==> config.mk <==
export PLATFORM = sky130hd
export DESIGN_NAME = decode_stage
export DESIGN_NICKNAME = d
export VERILOG_FILES = /design/src/rtl/decode_stage.sv
export SDC_FILE = /design/constraint.sdc
export NUM_CORES = 1
export LEC_CHECK = 0
export ABC_AREA = 1
export CAP_MARGIN = 20
export CORE_ASPECT_RATIO = 1.25
export CORE_MARGIN = 4
export CORE_UTILIZATION = 49
export DETAILED_ROUTE_END_ITERATION = 7
export PLACE_DENSITY = 0.76
export REMOVE_ABC_BUFFERS = 1
export SLEW_MARGIN = 30
export SYNTH_ARGS = -nofsm -noshare
export SYNTH_HDL_FRONTEND = slang
export SYNTH_SLANG_ARGS = --single-unit
export TNS_END_PERCENT = 100
==> constraint.sdc <==
create_clock -name clk -period 1.6 [get_ports clk]
set_input_delay 0.32 -clock clk [delete_from_list [all_inputs] [get_ports clk]]
set_output_delay 0.32 -clock clk [all_outputs]
set_load 0.02 [all_outputs]
==> src/rtl/decode_stage.sv <==
// Purpose : RISC-V instruction decode (opcode/funct/register fields, sign-extended immediate,
//           legal/illegal class) feeding a 2-entry in-order output buffer, plus wrap-around stats.
// Latency : 1 cycle from accept edge to out_valid; nothing is combinational from inputs to outputs.
// Backpressure: in_ready is registered and high while fewer than 2 records are buffered.
//           out_ready only pops the head. The head holds stable while stalled.
// Ports   : clk, rst (sync, active-high); in_valid/in_ready/instruction from fetch;
//           out_valid/out_ready plus op, funct3, funct7, rs1, rs2, rd, imm, fmt, illegal to execute;
//           decoded_count/illegal_count statistics.
module decode_stage #(
  parameter int XLEN  = 32,
  parameter int CNT_W = 16
) (
  input  logic             clk,
  input  logic             rst,
  input  logic             in_valid,
  output logic             in_ready,
  input  logic [31:0]      instruction,
  output logic             out_valid,
  input  logic             out_ready,
  output logic [6:0]       op,
  output logic [2:0]       funct3,
  output logic [6:0]       funct7,
  output logic [4:0]       rs1,
  output logic [4:0]       rs2,
  output logic [4:0]       rd,
  output logic [XLEN-1:0]  imm,
  output logic [2:0]       fmt,
  output logic             illegal,
  output logic [CNT_W-1:0] decoded_count,
  output logic [CNT_W-1:0] illegal_count
);

  localparam logic [2:0] FMT_R   = 3'd0;
  localparam logic [2:0] FMT_I   = 3'd1;
  localparam logic [2:0] FMT_S   = 3'd2;
  localparam logic [2:0] FMT_B   = 3'd3;
  localparam logic [2:0] FMT_U   = 3'd4;
  localparam logic [2:0] FMT_J   = 3'd5;
  localparam logic [2:0] FMT_ILL = 3'd7;

  typedef struct packed {
    logic [6:0]      op;
    logic [2:0]      funct3;
    logic [6:0]      funct7;
    logic [4:0]      rs1;
    logic [4:0]      rs2;
    logic [4:0]      rd;
    logic [XLEN-1:0] imm;
    logic [2:0]      fmt;
    logic            illegal;
  } rec_t;

  rec_t             head_q, head_d;    // record presented on the outputs
  rec_t             spill_q, spill_d;  // second entry, only meaningful when cnt_q == 2
  logic [1:0]       cnt_q, cnt_d;
  logic             in_ready_q, in_ready_d;
  logic [CNT_W-1:0] dec_cnt_q, dec_cnt_d;
  logic [CNT_W-1:0] ill_cnt_q, ill_cnt_d;

  rec_t        dec;
  logic [2:0]  fmt_c;
  logic [31:0] imm32;
  logic        push;
  logic        pop;

  // Format classification and field/immediate assembly.
  always_comb begin
    fmt_c = FMT_ILL;
    imm32 = '0;
    dec   = '0;
    dec.op = instruction[6:0];

    if (instruction[1:0] == 2'b11) begin
      case (instruction[6:0])
        7'b0110011, 7'b1010011:                       fmt_c = FMT_R;
        7'b1101111:                                   fmt_c = FMT_J;
        7'b0010111, 7'b0110111:                       fmt_c = FMT_U;
        7'b0100011, 7'b0100111:                       fmt_c = FMT_S;
        7'b1100011:                                   fmt_c = FMT_B;
        7'b0000011, 7'b0010011, 7'b1100111, 7'b0000111: fmt_c = FMT_I;
        7'b0111011: if (XLEN == 64) fmt_c = FMT_R;   // RV64 OP-32
        7'b0011011: if (XLEN == 64) fmt_c = FMT_I;   // RV64 OP-IMM-32
        default:                                      fmt_c = FMT_ILL;
      endcase
    end

    case (fmt_c)
      FMT_R: begin
        dec.rs1    = instruction[19:15];
        dec.rs2    = instruction[24:20];
        dec.rd     = instruction[11:7];
        dec.funct3 = instruction[14:12];
        dec.funct7 = instruction[31:25];
      end
      FMT_I: begin
        dec.rs1    = instruction[19:15];
        dec.rd     = instruction[11:7];
        dec.funct3 = instruction[14:12];
        imm32      = {{20{instruction[31]}}, instruction[31:20]};
      end
      FMT_S: begin
        dec.rs1    = instruction[19:15];
        dec.rs2    = instruction[24:20];
        dec.funct3 = instruction[14:12];
        imm32      = {{20{instruction[31]}}, instruction[31:25], instruction[11:7]};
      end
      FMT_B: begin
        dec.rs1    = instruction[19:15];
        dec.rs2    = instruction[24:20];
        dec.funct3 = instruction[14:12];
        imm32      = {{20{instruction[31]}}, instruction[7], instruction[30:25],
                      instruction[11:8], 1'b0};
      end
      FMT_U: begin
        dec.rd = instruction[11:7];
        imm32  = {instruction[31:12], 12'b0};
      end
      FMT_J: begin
        dec.rd = instruction[11:7];
        imm32  = {{12{instruction[31]}}, instruction[19:12], instruction[20],
                  instruction[30:21], 1'b0};
      end
      default: dec.illegal = 1'b1;
    endcase

    dec.fmt = fmt_c;
    // Every immediate is already sign-extended to 32 bits; widen from bit 31 for RV64.
    dec.imm = XLEN'($signed(imm32));
  end

  assign push      = in_valid && in_ready_q;
  assign out_valid = (cnt_q != 2'd0);
  assign pop       = out_valid && out_ready;

  // Buffer next state. in_ready is low at occupancy 2, so push and pop never both
  // hit a full buffer; at occupancy 1 a simultaneous push replaces the head.
  always_comb begin
    head_d    = head_q;
    spill_d   = spill_q;
    cnt_d     = cnt_q;
    dec_cnt_d = dec_cnt_q;
    ill_cnt_d = ill_cnt_q;

    case (cnt_q)
      2'd0: begin
        if (push) begin
          head_d = dec;
          cnt_d  = 2'd1;
        end
      end
      2'd1: begin
        if (push && pop) begin
          head_d = dec;
        end else if (push) begin
          spill_d = dec;
          cnt_d   = 2'd2;
        end else if (pop) begin
          cnt_d = 2'd0;
        end
      end
      default: begin
        if (pop) begin
          head_d = spill_q;
          cnt_d  = 2'd1;
        end
      end
    endcase

    if (push) begin
      dec_cnt_d = dec_cnt_q + CNT_W'(1);
      if (dec.illegal) ill_cnt_d = ill_cnt_q + CNT_W'(1);
    end

    in_ready_d = (cnt_d != 2'd2);
  end

  always_ff @(posedge clk) begin
    if (rst) begin
      head_q     <= '0;
      spill_q    <= '0;
      cnt_q      <= 2'd0;
      in_ready_q <= 1'b1;
      dec_cnt_q  <= '0;
      ill_cnt_q  <= '0;
    end else begin
      head_q     <= head_d;
      spill_q    <= spill_d;
      cnt_q      <= cnt_d;
      in_ready_q <= in_ready_d;
      dec_cnt_q  <= dec_cnt_d;
      ill_cnt_q  <= ill_cnt_d;
    end
  end

  assign in_ready      = in_ready_q;
  assign op            = head_q.op;
  assign funct3        = head_q.funct3;
  assign funct7        = head_q.funct7;
  assign rs1           = head_q.rs1;
  assign rs2           = head_q.rs2;
  assign rd            = head_q.rd;
  assign imm           = head_q.imm;
  assign fmt           = head_q.fmt;
  assign illegal       = head_q.illegal;
  assign decoded_count = dec_cnt_q;
  assign illegal_count = ill_cnt_q;

endmodule

; ---- Word level (Yosys, flattened, before mapping)
; Cells that the tools add are included.
[totals]
register_bits = 171
out_inout_bits = 102
word_cells = 85
[classes]
add_sub_neg = 2
eq_ne = 22
muxes = 19
bitwise = 2
reduce_logical = 18
[op_table]
columns = cell, count
row1 = two-way mux 68 bit, 3
row2 = case mux 32 bit (5 select lines), 1
row3 = case mux 68 bit (2 select lines), 1
row4 = adder 16 x 1 -> 16 bit (second input constant), 2
row5 = equality test 7 x 6 -> 1 bit (second input constant), 4
row6 = equality test 7 bit (second input constant), 4
row7 = case mux 3 bit (6 select lines), 1
row8 = two-way mux 5 bit, 3
row9 = equality test 7 x 5 -> 1 bit (second input constant), 2
row10 = OR reduction 4 bit, 3
row11 = two-way mux 2 bit, 5
row12 = equality test 7 x 2 -> 1 bit (second input constant), 1
row13 = equality test 7 x 3 -> 1 bit (second input constant), 1
row14 = two-way mux 7 bit, 1
row15 = equality test 3 x 2 -> 1 bit (second input constant), 2
row16 = equality test 3 bit (second input constant), 2
row17 = two-way mux 3 bit, 2
row18 = != test 2 bit (second input constant), 3
row19 = AND reduction 3 bit, 2
row20 = OR reduction 2 bit, 3
row21 = OR reduction 6 bit, 1
row22 = case mux 2 bit (2 select lines), 1
row23 = equality test 3 x 1 -> 1 bit (second input constant), 1
row24 = logical AND 1 bit, 3
row25 = other kinds (10), 11

; ---- Logic depth before layout (Yosys ltp)
[logic_depth]
word_depth = 9
depth_mapped = 12

; ---- Worst setup path before layout
; Ideal clock, no wire load.
[synth_timing]
kind = reg2reg
from = register in_ready_q (netlist: in_ready)
to = register spill_q[14] in the netlist's numbering
arrival_time_ns = 1.469
slack_ns = 0.015
path_stages_with_launch = 9
path_buffers = 1
path_cell_list = dfxtp_1 > nand2_1 > nor2_1 > inv_1 > nor2_2 > clkbuf_1 > nand3_1 > o211ai_1 > inv_1
[synth_between]
elab_chain_len = 4
[synth_rtl]
columns = item, line_no
row1 = start: declaration, 56  ; logic in_ready_q, in_ready_d;
row2 = start signal: assignment, 189  ; in_ready_q <= in_ready_d;
row3 = logical AND 1 bit (*), 131  ; assign push = in_valid && in_ready_q;
row4 = logical AND 1 bit, 152  ; if (push && pop) begin
row5 = inverter 1 bit (no line), --
row6 = AND reduction 3 bit (no line) (*), --
row7 = end signal: assignment, 187  ; spill_q <= spill_d;
row8 = end: declaration, 54  ; rec_t spill_q, spill_d;
; Every way passes the cells marked *; elsewhere a longest branch is shown, timed or not.
; A chain may end at the register's enable or synchronous reset.

; ---- Worst setup path in the final report
[layout_timing]
from = register ill_cnt_q[7] (netlist: illegal_count[7])
to = output illegal_count[7]
[layout_lines]
columns = item, line_no
row1 = start: declaration, 58  ; logic [CNT_W-1:0] ill_cnt_q, ill_cnt_d;
row2 = start signal: assignment, 191  ; ill_cnt_q <= ill_cnt_d;
row3 = end: declaration, 30  ; output logic [CNT_W-1:0] illegal_count
; No word-level cell between the ends.

==> impl_metrics.py <==
metrics = {
    "critical_path": {
        "slowest_delay_ns": 0.43,
        "path_delay_family": "flip-flops",
        "crit_chain": "dlygate4sd2_1",
        "setup.worst_path.start_class": "register",
        "cp_num_buf_inv": 1,
        "critPathMaxFanout": 6,
        "path_class": "register to output pin",
        "endpoint_kind": "output pin",
        "cp_data_required_time_ns": 1.28,
        "crit_arrival_ns": 1.22,
        "slowest_stage": "dfxtp_1",
    },
    "final_layout": {
        "antenna_cells": 0,
        "nNetsFinal": 1430,
        "final_common_cell": "nand2_1",
        "fillers": 1497,
        "areaGrowthSynthToFinish_pct": 33.6,
        "final_cell_mix": "nand2_1 (272), dfxtp_1 (170), nor2_1 (151), a21oi_1 (131), nand3_1 (130)",
        "layout-drive-gt1-share_pct": 12.7,
    },
    "floorplanning": {
        "initial_core_util_pct": 49.9,
        "core_region_area_um2": 16800,
        "dieArea_um2": 19300,
        "rows": 53,
        "ioPinCount": 138,
        "fp.dieH_um": 154,
        "die_w_um": 125,
    },
    "clock_network": {
        "cts_root_buffer": "clkbuf_16",
        "clockBufferDepth": 2,
        "clk_pin_slew_ns": 0.06,
        "htreeDepth": 4,
        "insertion_delay_ns": 0.42,
        "cts_made_buffers": 17,
        "cts.sinks": 171,
        "holdBufCountCts": 0,
        "tritoncts": "built",
    },
    "timing": {
        "relSlewSlack_pct": 58.6,
        "fin_hold_ws_ns": 0.154,
        "finalClockSkew_ns": 0.00630,
        "hold_viol": 0,
        "worst_pin_slew_ns": 0.620,
        "drv_slew": 0,
        "fin_crit_sh_pct": 96.3,
        "worst_slack_ns": 0.0592,
        "post-route-min-period_ns": 1.54,
        "fmax_mhz": 649,
        "finalSetupViolCount": 0,
    },
    "power": {
        "power_leakage_nw": 5.41,
        "switching_share_pct": 26.4,
        "p_sw_mw": 2.58,
        "power_density_nw_per_um2": 875,
        "comb_power_share_pct": 13.5,
        "pwr-share-seq_pct": 46.1,
        "ir_drop_mv": 0.655,
        "p_int_mw": 7.21,
        "clockPowerShare_pct": 40.4,
    },
    "drt": {
        "ant_nets": 0,
        "routed_wirelength_mm": 23.7,
        "drt_iter0_drc": 592,
        "drt-pass1-iter-count": 6,
        "drc_errors": 0,
        "routedWlPerCell_um": 14.6,
        "viasPerCell": 5.38,
        "vias": 8744,
    },
    "global_route": {
        "grt_first_pass_wirelength_mm": 38.9,
        "grt_pass1_vias": 8023,
        "grt_usage_pct": 24.0,
        "grt_max_degree": 51,
        "grt_antenna_before_repair": 0,
        "grt-ovfl-total": 0,
    },
    "yosys": {
        "yosys_warnings": 0,
        "synth_area_um2": 8380,
        "synth_seq_area_share_pct": 40.9,
        "synthDistinctLibCells": 36,
        "netlist_instances": 1224,
        "yosys.area.top_type": "dfxtp_1",
        "synth_top_area_share_pct": 40.9,
        "synth_area_per_cell_um2": 6.84,
        "ys_ff_latch": 171,
        "ys_top_cells_by_area": "dfxtp_1 (41%), nand2_1 (12%), a21oi_1 (8.0%), nand3_1 (7.8%), nor2_1 (7.1%)",
    },
    "placed_design": {
        "hpwl_mm": 15.3,
        "io_buffer_count": 137,
        "place_worst_setup_slack_ns": -0.552,
        "gp_congestion": 0.839,
    },
    "min_path": {
        "hold_path_class": "primary input to register",
    },
    "job": {
        "cap_violations": 0,
    },
    "run_status": {
        "outcome": "finished clean",
    },
}
==> routing by layer <==
metal / global-route usage (%) / part of all wire, %
met1: 30.5 / 43
met2: 41.1 / 49
met3: 3.52 / 4.9
met4: 9.45 / 2.7
met5: 0 / 0
==> cell usage after synthesis <==
cell type and count:
nor2_2 6, inv_2 6, and2_1 2, buf_1 5, nor2_4 4, o21a_1 3
o22ai_1 1, a31oi_1 7, a21oi_1 134, clkbuf_8 1, nand3b_1 1, nor2_1 159
a21oi_2 1, clkbuf_1 34, ha_1 2, dfxtp_1 171, nand4_1 13, nand2_2 10
a2111oi_0 1, nand2_4 4, nor3b_1 1, o21ai_0 78, nand2_1 273, o211ai_1 32
buf_2 28, buf_6 6, nand3_2 1, nor2_8 2, nand3_1 131, nor3_1 5
clkinv_1 1, buf_4 7, inv_1 82, xor2_1 5, nand3_4 3, xnor2_1 4
==> cell families (layout without fill, tap and decap cells) <==
family	count (synthesis)	after routing	share of synthesized area [%]
flops	171	171	40.9
simple gates	615	617	32.3
xor+xnor	9	9	0.941
compound gates	257	257	16.6
fa+ha+maj	2	2	0.299
buf+inv	170	349	9.01
==> worst paths after layout <==
kind / start / to / slack, ns / depth (start not counted)
max: illegal_count[7] / illegal_count[7] / 0.06 / 1
min: rst / cnt_q[1] / 0.15 / 2
max reg2reg: in_ready / spill_q[38] / 0.09 / 9
min reg2reg: funct7[5] / funct7[5] / 0.46 / 2
==> metrics by stage <==
stage | utilization, % | TNS (ns) | area, um^2 | power [mW] | cells
finish | 66.7 | 0 | 11200 | 9.80 | 1625
global route | 66.7 | -0.0114 | 11200 | 10.2 | 1625
CTS | 65.7 | -0.00837 | 11000 | 9.81 | 1618
detailed placement | 62.0 | -70.53 | 10400 | 5.90 | 1578
global placement | 62.0 | -65.50 | 10400 | 5.88 | 1578
floorplan | - | -413.81 | 7960 | 5.26 | 1143
==> final cells by class <==
| class | count | area [um^2] | share of cell area, % |
|---|---|---|---|
| clock inverter | 10 | 90.1 | 0.805 |
| multi-input combinational | 885 | 4360 | 38.9 |
| tap | 220 | 275 | 2.46 |
| sequential | 171 | 3420 | 30.6 |
| inverter | 89 | 338 | 3.02 |
| timing repair buffer | 228 | 2230 | 19.9 |
| clock buffer | 22 | 474 | 4.24 |
==> sequential cells by signal, indices dropped and copies added (netlist names), 2 cells and up <==
name / cells
rs2: 5
cnt_q: 2
funct7: 7
op: 7
funct3: 3
spill_q: 68
fmt: 3
rd: 5
rs1: 5
illegal_count: 16
decoded_count: 16
imm: 32
==> timing repair <==
item	in CTS	in global routing
pin swaps	7	3
cloned	2	2
setup endpoints to repair	185	143
setup buffers	6	5
gates resized for setup	131	22
==> power by group through the flow <==
stage / combinational, mW / sequential [mW] / clock (mW)
after global placement: 1.28 / 4.60 / 0
after global routing: 1.45 / 4.53 / 4.19
after detailed placement: 1.30 / 4.60 / 0
final: 1.33 / 4.51 / 3.96
after CTS: 1.29 / 4.51 / 4.02
after floorplan: 0.561 / 4.70 / 0
Power figures use the tool's default switching activity.
